`src/rtl/pipe_ctrl.sv`:
```
// pipe_ctrl: pipeline stall/flush controller.
// Turns per-stage stall requests into a 6-bit hold vector. A MEM-stage
// exception flushes the pipe and redirects the PC. After that, a short refill
// window ignores every request. A watchdog flags stalls that run too long.
// Optional macro STALL_PERF_EN adds a free-running stall-cycle counter.
module pipe_ctrl #(
    parameter logic [31:0] EXC_VECTOR = 32'h0000_0020,
    parameter int unsigned FLUSH_HOLD = 2,
    parameter int unsigned MAX_STALL  = 1024
) (
    input  logic        clk,
    input  logic        rst,
    input  logic        stallreq_if,
    input  logic        stallreq_id,
    input  logic        stallreq_ex,
    input  logic        stallreq_mem,
    input  logic [31:0] excepttype,
    input  logic [31:0] cp0_epc,
    output logic [5:0]  stall,
    output logic        flush,
    output logic [31:0] new_pc,
    output logic        stall_timeout,
    output logic [31:0] stall_cycles
);

    localparam logic [31:0] ERET_CODE = 32'h0000_000e;
    localparam logic [3:0]  HOLD_INIT = 4'(FLUSH_HOLD);
    localparam logic [15:0] WD_LIMIT  = 16'(MAX_STALL - 1);

    typedef enum logic {IDLE, HOLD} state_t;

    state_t      state, state_nxt;
    logic [3:0]  hold_cnt, hold_cnt_nxt;
    logic [31:0] pc_q, pc_nxt;
    logic [15:0] wd_cnt;

    // State, refill counter and latched redirect target
    always_ff @(posedge clk or negedge rst) begin
        if (!rst) begin
            state    <= IDLE;
            hold_cnt <= 4'd0;
            pc_q     <= 32'h0;
        end else begin
            state    <= state_nxt;
            hold_cnt <= hold_cnt_nxt;
            pc_q     <= pc_nxt;
        end
    end

    // Next state and outputs; everything is forced quiet while reset is held
    always_comb begin
        state_nxt    = state;
        hold_cnt_nxt = hold_cnt;
        pc_nxt       = pc_q;
        stall        = 6'b000000;
        flush        = 1'b0;
        new_pc       = 32'h0;
        if (rst) begin
            case (state)
                IDLE: begin
                    if (excepttype != 32'h0) begin
                        // Exception beats any stall request in the same cycle
                        flush        = 1'b1;
                        new_pc       = (excepttype == ERET_CODE) ? cp0_epc : EXC_VECTOR;
                        state_nxt    = HOLD;
                        hold_cnt_nxt = HOLD_INIT;
                        pc_nxt       = new_pc;
                    end else if (stallreq_mem) begin
                        stall = 6'b011111;
                    end else if (stallreq_ex) begin
                        stall = 6'b001111;
                    end else if (stallreq_id) begin
                        stall = 6'b000111;
                    end else if (stallreq_if) begin
                        stall = 6'b000011;
                    end
                end
                HOLD: begin
                    // Refill window: inputs ignored, redirect target held
                    new_pc       = pc_q;
                    hold_cnt_nxt = hold_cnt - 4'd1;
                    if (hold_cnt <= 4'd1) begin
                        state_nxt    = IDLE;
                        hold_cnt_nxt = 4'd0;
                    end
                end
                default: state_nxt = IDLE;
            endcase
        end
    end

    // Watchdog: saturating run-length of consecutive stall cycles, sticky flag
    always_ff @(posedge clk or negedge rst) begin
        if (!rst) begin
            wd_cnt        <= 16'd0;
            stall_timeout <= 1'b0;
        end else if (stall != 6'b000000) begin
            if (wd_cnt == WD_LIMIT)
                stall_timeout <= 1'b1;
            if (wd_cnt != 16'hFFFF)
                wd_cnt <= wd_cnt + 16'd1;
        end else begin
            wd_cnt <= 16'd0;
        end
    end

`ifdef STALL_PERF_EN
    logic [31:0] perf_cnt;

    // Stall performance counter, wraps naturally
    always_ff @(posedge clk or negedge rst) begin
        if (!rst)
            perf_cnt <= 32'h0;
        else if (stall != 6'b000000)
            perf_cnt <= perf_cnt + 32'd1;
    end

    assign stall_cycles = perf_cnt;
`else
    assign stall_cycles = 32'h0;
`endif

endmodule

```
`config.mk`:
```
export PLATFORM = sky130hd
export DESIGN_NAME = pipe_ctrl
export DESIGN_NICKNAME = d
export VERILOG_FILES = /design/src/rtl/pipe_ctrl.sv
export SDC_FILE = /design/constraint.sdc
export NUM_CORES = 1
export LEC_CHECK = 0
export BUFFER_PORTS_ARGS = -buffer_cell sky130_fd_sc_hd__buf_4
export CAP_MARGIN = 20
export CORE_MARGIN = 4
export CORE_UTILIZATION = 30
export CTS_CLUSTER_DIAMETER = 60
export CTS_CLUSTER_SIZE = 30
export DETAILED_ROUTE_END_ITERATION = 8
export PLACE_DENSITY = 0.58
export SYNTH_ARGS = -nofsm -noshare
export SYNTH_HDL_FRONTEND = slang
export SYNTH_SLANG_ARGS = --single-unit
export TNS_END_PERCENT = 20
```
`constraint.sdc`:
```
create_clock -name clk -period 2.3 [get_ports clk]
set_input_delay 0.46 -clock clk [delete_from_list [all_inputs] [get_ports clk]]
set_output_delay 0.46 -clock clk [all_outputs]
set_load 0.05 [all_outputs]
```
* Word-level counts from Yosys, hierarchy flattened *
Cells that the tools add are included.

word-level totals
  register bits = 54
  input port bits = 70
  logic and storage cells = 40

operators by class
  add/sub/neg operators = 2
  magnitude comparators = 1
  equality and inequality tests = 5
  multiplexer cells = 21
  bitwise gates (word level) = 1
  reduce and logical (&&, ||, !) cells = 5

operators with widths
  operator                                                                  number
  32-bit two-way mux                                                        3
  32-bit case mux with 2 select lines                                       1
  32-bit by 4-bit equality test with 1-bit output (second input constant)   1
  16-bit two-way mux                                                        2
  32-bit nonzero test                                                       1
  5-bit two-way mux                                                         4
  16-bit by 1-bit adder with 16-bit output (second input constant)          1
  16-bit by 10-bit equality test with 1-bit output (second input constant)  1
  16-bit != test (second input constant)                                    1
  4-bit two-way mux                                                         3
  4-bit case mux with 2 select lines                                        1
  6-bit nonzero test                                                        1
  4-bit by 1-bit <= comparator with 1-bit output (second input constant)    1
  1-bit two-way mux                                                         4
  2-bit AND reduction                                                       2
  4-bit by 1-bit subtractor with 4-bit output (second input constant)       1
  3-bit two-way mux                                                         1
  3-bit AND reduction                                                       1
  2-bit two-way mux                                                         1
  2-bit by 1-bit != test with 1-bit output (second input constant)          1
  2-bit != test (second input constant)                                     1
  1-bit case mux with 2 select lines                                        1
  1-bit NOT                                                                 1

* Depth between registers and ports, before layout *
Gate-level depths: netlist of the first run.

  depth in word-level cells = 9
  gate-level depth with buffers = 7
  mapped depth without buffers = 7

* Least setup slack after synthesis of the first run *
OpenSTA, ideal clock, no wires.

  kind = input to output
  from = in excepttype[21]
  to = out new_pc[2]
  arrival time = 2.247 ns
  slack = -0.407 ns
  stages on the path = 6
  cells stage by stage = nor4_1 -> nand4_1 -> nor3_2 -> buf_2 -> a32oi_1 -> nor2b_1

between the ends
  word-level cells in the longest chain between the ends = 5

ends and longest elaborated chain
  item                                             RTL line  RTL
  start: declaration                               17        input logic [31:0] excepttype,
  32-bit by 4-bit equality test with 1-bit output  64        new_pc = (excepttype == ERET_CODE) ? cp0_epc : EXC_VECTOR;
  32-bit two-way mux                               64
  32-bit two-way mux *                             61        if (excepttype != 32'h0) begin
  32-bit case mux with 2 select lines *            59        case (state)
  32-bit two-way mux *                             58        if (rst) begin
  end: declaration                                 21        output logic [31:0] new_pc,

Mark *: on every way between the ends. The rest lies on a longest branch, timed or not.

* Worst setup path after layout of the first run *
  from = in excepttype[11]
  to = out stall[2]

between the ends
  word-level cells in the longest chain between the ends = 4

ends and longest elaborated chain
  item                 RTL line  RTL
  32-bit nonzero test  61
  5-bit two-way mux    61
  5-bit two-way mux    59
  5-bit two-way mux    58
  end: declaration     19        output logic [5:0] stall,

No other way between the ends.

==> flow_summary.yaml, run 1 <==
status:
  status: "finished, violations left"
  violations: "negative setup slack"
drt:
  wl_per_cell_um: 15.82
  drtAntennaViolNets: 0
  drc: 0
  vias: 3000
  via_per_inst: 5.190
  drtIter0Drc: 239
  wirelength_um: 9142
  drtPass1Iterations: 4
final_layout:
  drive_above_1_share: 0.3665
  syn2layout_area_growth_pct: 41.39
  stdcell_area_sq_um: 4569
  fin_nets: 515
  num_antenna_cells: 0
  post-route-util: 0.4387
  finalNonFillerCells: 578
global_route:
  grt_pass1_vias: 2939
  grt_busiest_layer: "met2"
  grt_pass1_wl_um: 15060
  grt.met1_usage: 0.1933
  grt_start_max_net_pins: 37
  antenna_found_initial: 0
  met2_usage: 0.2418
  met3_usage: 0.03152
  overflow: 0
  grt_usage: 0.1445
placed_design:
  finalWeightedCongestion: 0.8071
  dpl_cell_area_sq_um: 4229
  post-dp-hpwl_um: 6486
  dp_cells: 569
  numPortBuffers: 108
yosys:
  synth_edf_count: 0
  yosysSeqAreaShare: 0.4181
  synth-async-reset-ratio: 1.000
  yosysWarnings: 0
  synth-adder-area-share: 0.01161
  syn_inst: 334
  synth_top_family_by_area: "compound AO/OA/AOI/OAI gates"
  syn_area_sq_um: 3232
  yosys.area_share.simple: 0.1661
  ys.flop_type: "dfrtp_1"
  synth_compound_area_frac: 0.2536
  synthDistinctLibCells: 49
  syn_area_per_cell_sq_um: 9.676
  synth_mux_area_frac: 0.006194
  synthXorXnorAreaFrac: 0.01626
  ys_ff_latch: 54
sta:
  tightest_slew_ps: 517.4
  setup_ws_ps: -131.2
  min_period_ps: 2431
  slew_violations: 0
  relSlewSlack: 0.6524
  max_clock_freq_ghz: 0.4113
  hold_viol: 0
  setup_viol: 37
  grt_setup_unrepaired: "true"
  fin_skew_ps: 6.207
  fin_crit_sh: 1.057
power_and_ir_drop:
  switchingPower_uw: 784.8
  p_per_area_nw_per_um2: 510.2
  seq_power_share: 0.443
  ir_worst_vdd_uv: 252.6
  p_int_uw: 1546
  p_comb_frac: 0.278
  leakagePower_uw: 0.002056
  power_uw: 2331
  p_sw_frac: 0.3367
  pwr-share-clk: 0.279
setup_path:
  critical_path_arrival_ps: 1970
  r2r_start: "wd_cnt[0]$_DFFE_PN0P_"
  crit_end: "stall[2]"
  critPathMaxStageDelay_ps: 310
  startpoint: "excepttype[11]"
  crit_chain: "buf_4 > nor4_2 > nand4_1 > buf_4 > nor3b_4 > o311a_1 > buf_6"
  cp-start-kind: "input pin"
  critPathSlowestCell: "nor3b_4"
  rrSetupSlack_ps: 440
  r2r_end: "wd_cnt[7]$_DFFE_PN0P_"
  crit_top_cell: "buf_4"
  cp-end-kind: "primary output"
  path_max_fanout: 5
  reg2regPathDepth: 5
  required_ps: 1840
  crit_type: "input pin to primary output"
floorplanning:
  ios: 142
  core_area_sq_um: 10420
  rows: 37
  die-area_sq_um: 12500
  start_util: 0.3103
  dieHeight_um: 111.8
  die_w_um: 111.8
job:
  drv_cap: 0
clock_tree:
  clock_path_buffers: 2
  clock-sinks: 54
  path_clk_slew_ps: 90
  cts_root_buffer: "clkbuf_8"
  cts_made_buffers: 5
  htreeDepth: 2
  cts_tree: "yes"
  clock_latency_ps: 300
min_path:
  min_path_type: "input pin to async pin"
-- worst max-delay path, delay by kind of cell --
kind | cells | cell delay, ps
and+or+nand+nor | 3 | 780
buffers and inverters | 3 | 490
AOI/OAI and AO/OA | 1 | 240
-- sequential cells by signal, indices dropped and copies added, names as in the netlist --
signal and flops:
hold_cnt 4, wd_cnt 16, stall_timeout 1, pc_q 32, state 1
-- power groups by stage --
stage / Sequential [uW] / Clock [uW] / Combinational (uW)
floorplan: 1040 / 0 / 477
global placement: 1050 / 0 / 631
detailed placement: 1050 / 0 / 639
CTS: 1030 / 677 / 652
global route: 1040 / 708 / 715
finish: 1030 / 649 / 648
-- how the worst min path moves through the flow --
stage,startpoint,end,slack (ps),cells past startpoint
after floorplan,rst,hold_cnt[0]$_DFFE_PN0P_,160,0
after global placement,stall_timeout$_DFFE_PN0P_,stall_timeout$_DFFE_PN0P_,460,1
after detailed placement,stall_timeout$_DFFE_PN0P_,stall_timeout$_DFFE_PN0P_,460,1
after CTS,rst,hold_cnt[1]$_DFFE_PN0P_,270,2
after global routing,rst,hold_cnt[1]$_DFFE_PN0P_,270,2
final,rst,hold_cnt[1]$_DFFE_PN0P_,260,2
-- cell usage in the layout (no fill, tap or decap), drive strengths merged, types with 2 or more instances in the layout --
| master | instances |
|---|---|
| dfrtp | 54 |
| nand3 | 10 |
| and3 | 7 |
| a32o | 31 |
| o311a | 2 |
| xnor2 | 3 |
| conb | 33 |
| buf | 127 |
| a31oi | 2 |
| inv | 8 |
| nor4 | 7 |
| a21o | 2 |
| nor3 | 12 |
| nor2 | 43 |
| a21oi | 3 |
| nand4 | 6 |
| clkbuf | 6 |
| nand2 | 10 |
| nor2b | 7 |
| o211a | 2 |
| mux2i | 2 |
| o211ai | 3 |
| or2 | 2 |
| xor2 | 3 |
| a32oi | 32 |
| ha | 3 |
| o21ai | 6 |
| a31o | 2 |
-- logic make-up after synthesis --
kind of cell             Yosys count
flip-flops                        54
XOR/XNOR                           6
other                              1
AND/OR/NAND/NOR                  108
adder cells (fa/ha/maj)            3
buffers and inverters             67
multiplexers                       2
AO/OA/AOI/OAI                     93
-- cells in the mapped netlist, types with 2 or more instances --
cell type / count / area [sq um]
buf_4: 34 / 255.2
a31oi_1: 2 / 12.51
o211ai_1: 3 / 22.52
nor3_1: 11 / 55.05
buf_6: 3 / 33.78
a21oi_1: 3 / 15.01
xor2_1: 3 / 26.28
mux2i_1: 2 / 20.02
nand2_1: 9 / 33.78
ha_1: 3 / 37.54
nor2_1: 43 / 161.4
a21o_1: 2 / 15.01
a32o_1: 31 / 310.3
o311a_1: 2 / 20.02
o211a_1: 2 / 20.02
o21ai_0: 3 / 15.01
a31o_2: 2 / 17.52
nor4_1: 7 / 43.79
nand3_1: 10 / 50.05
and3_1: 7 / 43.79
clkbuf_1: 14 / 52.55
o21ai_1: 2 / 10.01
buf_2: 7 / 35.03
a32oi_1: 32 / 280.3
nand4_1: 6 / 37.54
nor2b_1: 7 / 43.79
xnor2_1: 3 / 26.28
dfrtp_1: 54 / 1351
inv_1: 7 / 26.28
-- per-stage QoR --
stage / setup TNS [ps] / worst slack, ps / hold slack, ps
after global placement: -4635 / -175.9 / 460.4
after detailed placement: -6509 / -221.5 / 459.9
after floorplan: -8980 / -360.0 / 164.4
after global routing: -8547 / -267.7 / 273.5
final: -3434 / -131.2 / 259.6
after CTS: -3820 / -147.5 / 268.7
-- per-layer routing --
layer / up-vias / part of all wire / wire [um]
met1: 1474 / 0.43 / 3923
li1: 1434 / - / -
met2: 86 / 0.50 / 4610
met3: 6 / 0.059 / 542
met4: 0 / 0.0071 / 65
met5: - / 0 / 0
-- final cells by class --
type	count	area, sq um
clock buffer	6	82.58
clock inverter	1	30.03
fill	1016	5847
inverter	9	36.28
multi-input combinational	245	1740
sequential	54	1351
tap	136	170.2
timing repair buffer	127	1159
-- what timing repair did --
action                                  in CTS  in global routing
gates resized for setup                     44                 11
pin swaps                                    6                  0
endpoints found under the setup margin      37                 38
hold buffers                                 0                  0
buffers inserted                             2                  0
Power figures use the tool's default switching activity.
==> inputs of run 2 (changes only) <==
- CORE_MARGIN: 4 -> 8
- REMOVE_ABC_BUFFERS: not set -> 1
==> run 2 against run 1 <==
Effect of this change:
- the flow still finishes with violations (negative setup slack)
- design area up 1.2%
- global-route usage decreased by 1.6 points
- largest cell class unchanged
- highest routed layer unchanged
- sequential power about the same
==> flow_summary.yaml, run 2 (synthesized netlist as in run 1, its figures left out) <==
final_layout:
  largest_reg_flops: 32
  syn2layout_area_growth_pct: 43.01
  post-route-util: 0.4320
  multi_input_comb_area_sq_um: 1699
  fin_nets: 516
  largest_registers: "pc_q x32, wd_cnt x16, hold_cnt x4"
  num_antenna_cells: 0
  seq_area_sq_um: 1351
  mostFrequentLayoutCells: "buf_4 (72), dfrtp_1 (54), buf_6 (51), nor2_1 (41), conb_1 (33)"
  top_register: "pc_q"
  layout_commonest_cell: "buf_4"
  nFillCells: 1050
  drive_above_1_share: 0.3581
power_and_ir_drop:
  p_per_area_nw_per_um2: 528.6
  leakagePower_uw: 0.002069
  ir_worst_vdd_uv: 282.2
  power_uw: 2443
clock_tree:
  clock_latency_ps: 310
  htreeDepth: 2
  cts_tree: "yes"
  cts_root_buffer: "clkbuf_8"
  clock-sinks: 54
  clock_path_buffers: 2
  holdBufCountCts: 0
  cts_made_buffers: 5
  path_clk_slew_ps: 110
sta:
  tightest_slew_ps: 537.0
  slew_violations: 0
  min_period_ps: 2527
  relSlewSlack: 0.6392
  grt_setup_unrepaired: "true"
  fin_crit_sh: 1.099
  hold_viol: 0
  setup_viol: 38
  fin_skew_ps: 13.86
  setup_ws_ps: -226.7
  max_clock_freq_ghz: 0.3958
floorplanning:
  ios: 142
  core_area_sq_um: 10700
  rows: 38
  start_util: 0.3021
  die-area_sq_um: 14350
  die_w_um: 119.8
  dieHeight_um: 119.8
setup_path:
  critical_path_arrival_ps: 2070
  cp-start-kind: "input pin"
  required_ps: 1840
  path_max_fanout: 8
  cp-end-kind: "primary output"
  crit_type: "input pin to primary output"
global_route:
  antenna_found_initial: 0
  grt_usage: 0.1284
  grt_start_max_net_pins: 60
  grt_pass1_wl_um: 15450
  overflow: 0
  grt_pass1_vias: 3019
drt:
  drc: 0
  vias: 3092
  drtPass1Iterations: 4
  wirelength_um: 10130
  drtIter0Drc: 222
  drtAntennaViolNets: 0
  via_per_inst: 5.295
  wl_per_cell_um: 17.34
placed_design:
  numPortBuffers: 108
  finalWeightedCongestion: 0.8498
  post-dp-hpwl_um: 6925
status:
  status: "finished, violations left"
  violations: "negative setup slack"
job:
  drv_cap: 0
min_path:
  min_path_type: "input pin to async pin"
run 2: repair_timing:
item                       4_1_cts  5_1_grt
setup buffers                    0        3
gates cloned                     0        2
resized for setup               44       24
pin swaps                        0       16
setup endpoints to repair       38       38
run 2: report_power, final:
| part | leakage [uW] | internal [uW] | switching [uW] | total [uW] |
|---|---|---|---|---|
| sequential | 0.000738 | 990 | 44.8 | 1040 |
| clock | 0.0000683 | 436 | 322 | 758 |
| combinational | 0.00126 | 205 | 445 | 650 |
run 2: final cells by class:
cell class,instances,share of cell area
clock inverters,3,0.01489
multi-input cells,245,0.3676
repair buffers,128,0.2650
inverters,9,0.007309
well taps,140,0.03790
clock buffers,5,0.01489
flip-flops and latches,54,0.2924
run 2: metrics by stage:
stage          hold slack, ps  instance area, sq um  setup TNS [ps]  instances  setup slack [ps]
6_report                72.77                  4622           -6955        584            -226.7
3_5_place_dp            419.6                  4119          -10020        571            -255.4
2_1_floorplan           164.4                  2975          -41020        308             -1078
4_1_cts                 63.16                  4449           -5300        579            -193.3
5_1_grt                 72.40                  4622          -10600        584            -319.1
3_3_place_gp            417.3                  4119           -7589        571            -237.3
run 2: final timing paths:
check / startpoint / to / slack [ps] / cells after the start
worst max-delay path: excepttype[11] / new_pc[28] / -230 / 9
worst min-delay path: rst / pc_q[5]$_DFFE_PN0P_ / 70 / 2
worst max register to register: wd_cnt[0]$_DFFE_PN0P_ / wd_cnt[7]$_DFFE_PN0P_ / 480 / 5
worst min register to register: stall_timeout$_DFFE_PN0P_ / stall_timeout$_DFFE_PN0P_ / 480 / 1
max in group asynchronous: rst / wd_cnt[8]$_DFFE_PN0P_ / 1420 / 3
min in group clk: cp0_epc[0] / pc_q[0]$_DFFE_PN0P_ / 390 / 2
run 2: worst max-delay path, cell delays in order:
cell and delay, ps:
buf_4 110, nor4_2 240, nand4_1 240, nor3_4 260, buf_6 160, clkbuf_16 150
a32oi_1 110, nor2_1 150, buf_6 180
run 2: metal layers:
layer | routed length [um] | vias up | GRT usage
met5 | 0 | - | 0
met3 | 743 | 9 | 0.03194
met2 | 4945 | 104 | 0.2200
met4 | 121 | 0 | 0.03123
met1 | 4314 | 1537 | 0.1582
li1 | - | 1442 | -
==> inputs of run 3 (changes only) <==
- clock period: 2.3 -> 2.8 ns (I/O delays scaled with it)
==> run 3 against run 2 <==
Effect of this change:
- the run now ends clean
- hold slack improved by 250 ps
- register-to-register slack improved by 530 ps
- critical path depth unchanged
- design area decreased by 8.2%
- final cell count decreased by 1.0%
- wire length decreased by 5.4%
- largest power group unchanged
- highest routed layer unchanged
==> flow_summary.yaml, run 3 (synthesized netlist as in run 1, its figures left out) <==
setup_path:
  critical_path_arrival_ps: 2130
  path_max_fanout: 32
  reg2regPathDepth: 5
  cp-start-kind: "input pin"
  cp-end-kind: "primary output"
  required_ps: 2240
  crit_type: "input pin to primary output"
drt:
  wl_per_cell_um: 16.57
  vias: 3042
  drc: 0
  via_per_inst: 5.263
  wirelength_um: 9576
  drtPass1Iterations: 4
  drtIter0Drc: 252
  drtAntennaViolNets: 0
final_layout:
  largest_reg_flops: 32
  num_antenna_cells: 0
  nFillCells: 1090
  seq_area_sq_um: 1351
  layout_commonest_cell: "buf_4"
  top_register: "pc_q"
  multi_input_comb_area_sq_um: 1634
  fin_nets: 510
  drive_above_1_share: 0.3242
  syn2layout_area_growth_pct: 31.24
  finalNonFillerCells: 578
  mostFrequentLayoutCells: "buf_4 (118), dfrtp_1 (54), nor2_1 (43), conb_1 (33), a32oi_1 (32)"
  largest_registers: "pc_q x32, wd_cnt x16, hold_cnt x4"
global_route:
  grt_start_max_net_pins: 64
  antenna_found_initial: 0
  grt_pass1_vias: 2980
  overflow: 0
  grt_pass1_wl_um: 15120
  grt_usage: 0.1253
placed_design:
  dp_cells: 569
  finalWeightedCongestion: 0.8178
  place_ws_ps: 13.19
  post-dp-hpwl_um: 6991
  numPortBuffers: 108
sta:
  min_period_ps: 2693
  hold_viol: 0
  max_clock_freq_ghz: 0.3713
  slew_violations: 0
  setup_viol: 0
  fin_skew_ps: 10.28
  tightest_slew_ps: 576.6
  setup_ws_ps: 107.0
  relSlewSlack: 0.6127
  fin_crit_sh: 0.9618
floorplanning:
  die_w_um: 119.8
  ios: 142
  rows: 38
  dieHeight_um: 119.8
  start_util: 0.3021
  core_area_sq_um: 10700
  die-area_sq_um: 14350
clock_tree:
  cts_tree: "yes"
  clock-sinks: 54
  clock_latency_ps: 310
  path_clk_slew_ps: 100
  htreeDepth: 2
  cts_root_buffer: "clkbuf_8"
  clock_path_buffers: 2
  cts_made_buffers: 5
  holdBufCountCts: 0
status:
  status: "complete, no violations"
power_and_ir_drop:
  p_sw_frac: 0.3620
  leakagePower_uw: 0.001949
  switchingPower_uw: 669.1
  p_int_uw: 1179
  ir_worst_vdd_uv: 258.0
  p_comb_frac: 0.286
  pwr-share-clk: 0.259
  seq_power_share: 0.455
  p_per_area_nw_per_um2: 435.8
min_path:
  min_path_type: "input pin to async pin"
job:
  drv_cap: 0
## run 3: path summary, 6_finish.rpt
kind | endpoint | start | slack [ps]
hold / removal | wd_cnt[10]$_DFFE_PN0P_ | rst | 330
setup / recovery | new_pc[2] | excepttype[25] | 110
setup reg to reg | wd_cnt[7]$_DFFE_PN0P_ | wd_cnt[0]$_DFFE_PN0P_ | 1010
min in group clk | stall_timeout$_DFFE_PN0P_ | stall_timeout$_DFFE_PN0P_ | 490
max in group asynchronous | wd_cnt[3]$_DFFE_PN0P_ | rst | 1740
hold reg to reg | stall_timeout$_DFFE_PN0P_ | stall_timeout$_DFFE_PN0P_ | 490
## run 3: metal layers
| metal | global-route usage | wire [um] |
|---|---|---|
| met5 | 0 | 0 |
| met1 | 0.1473 | 4027 |
| met3 | 0.03288 | 707 |
| met4 | 0.02888 | 122 |
| met2 | 0.2228 | 4719 |
## run 3: power by group through the flow
| stage | clock network (uW) | logic [uW] | registers [uW] |
|---|---|---|---|
| 2_1_floorplan | 0 | 265 | 893 |
| 3_3_place_gp | 0 | 513 | 855 |
| 3_5_place_dp | 0 | 525 | 856 |
| 4_1_cts | 501 | 525 | 842 |
| 5_1_grt | 526 | 579 | 846 |
| 6_report | 479 | 528 | 841 |
## run 3: area by class of cell
cell class                      instances  share of cell area
Tap cell                              140             0.04130
Clock inverter                          2            0.003835
Inverter                                9            0.007965
Clock buffer                            6             0.01947
Timing Repair Buffer                  122              0.2236
Multi-Input combinational cell        245              0.3853
Sequential cell                        54              0.3186
## run 3: stage by stage
step	util	total power (uW)	hold WS, ps	area (sq um)	TNS, ps
3_3_place_gp	0.3825	1369	463.2	4091	0
5_1_grt	0.3965	1951	367.7	4242	-9.523
4_1_cts	0.3917	1868	345.1	4190	0
6_report	0.3965	1848	326.3	4242	0
3_5_place_dp	0.3825	1381	472.9	4091	0
2_1_floorplan	-	1159	264.4	2975	-25350
## run 3: critical path, stage by stage
cell and delay [ps]:
buf_4 120, nor4_4 270, nand4_1 120, buf_4 170
nor3_4 190, buf_12 210, a32oi_1 120, nor2b_1 160
buf_6 180
## run 3: repair_timing
item / CTS / global route
endpoints found under the setup margin: 0 / 36
gates resized for setup: 0 / 7
buffers inserted: 0 / 1
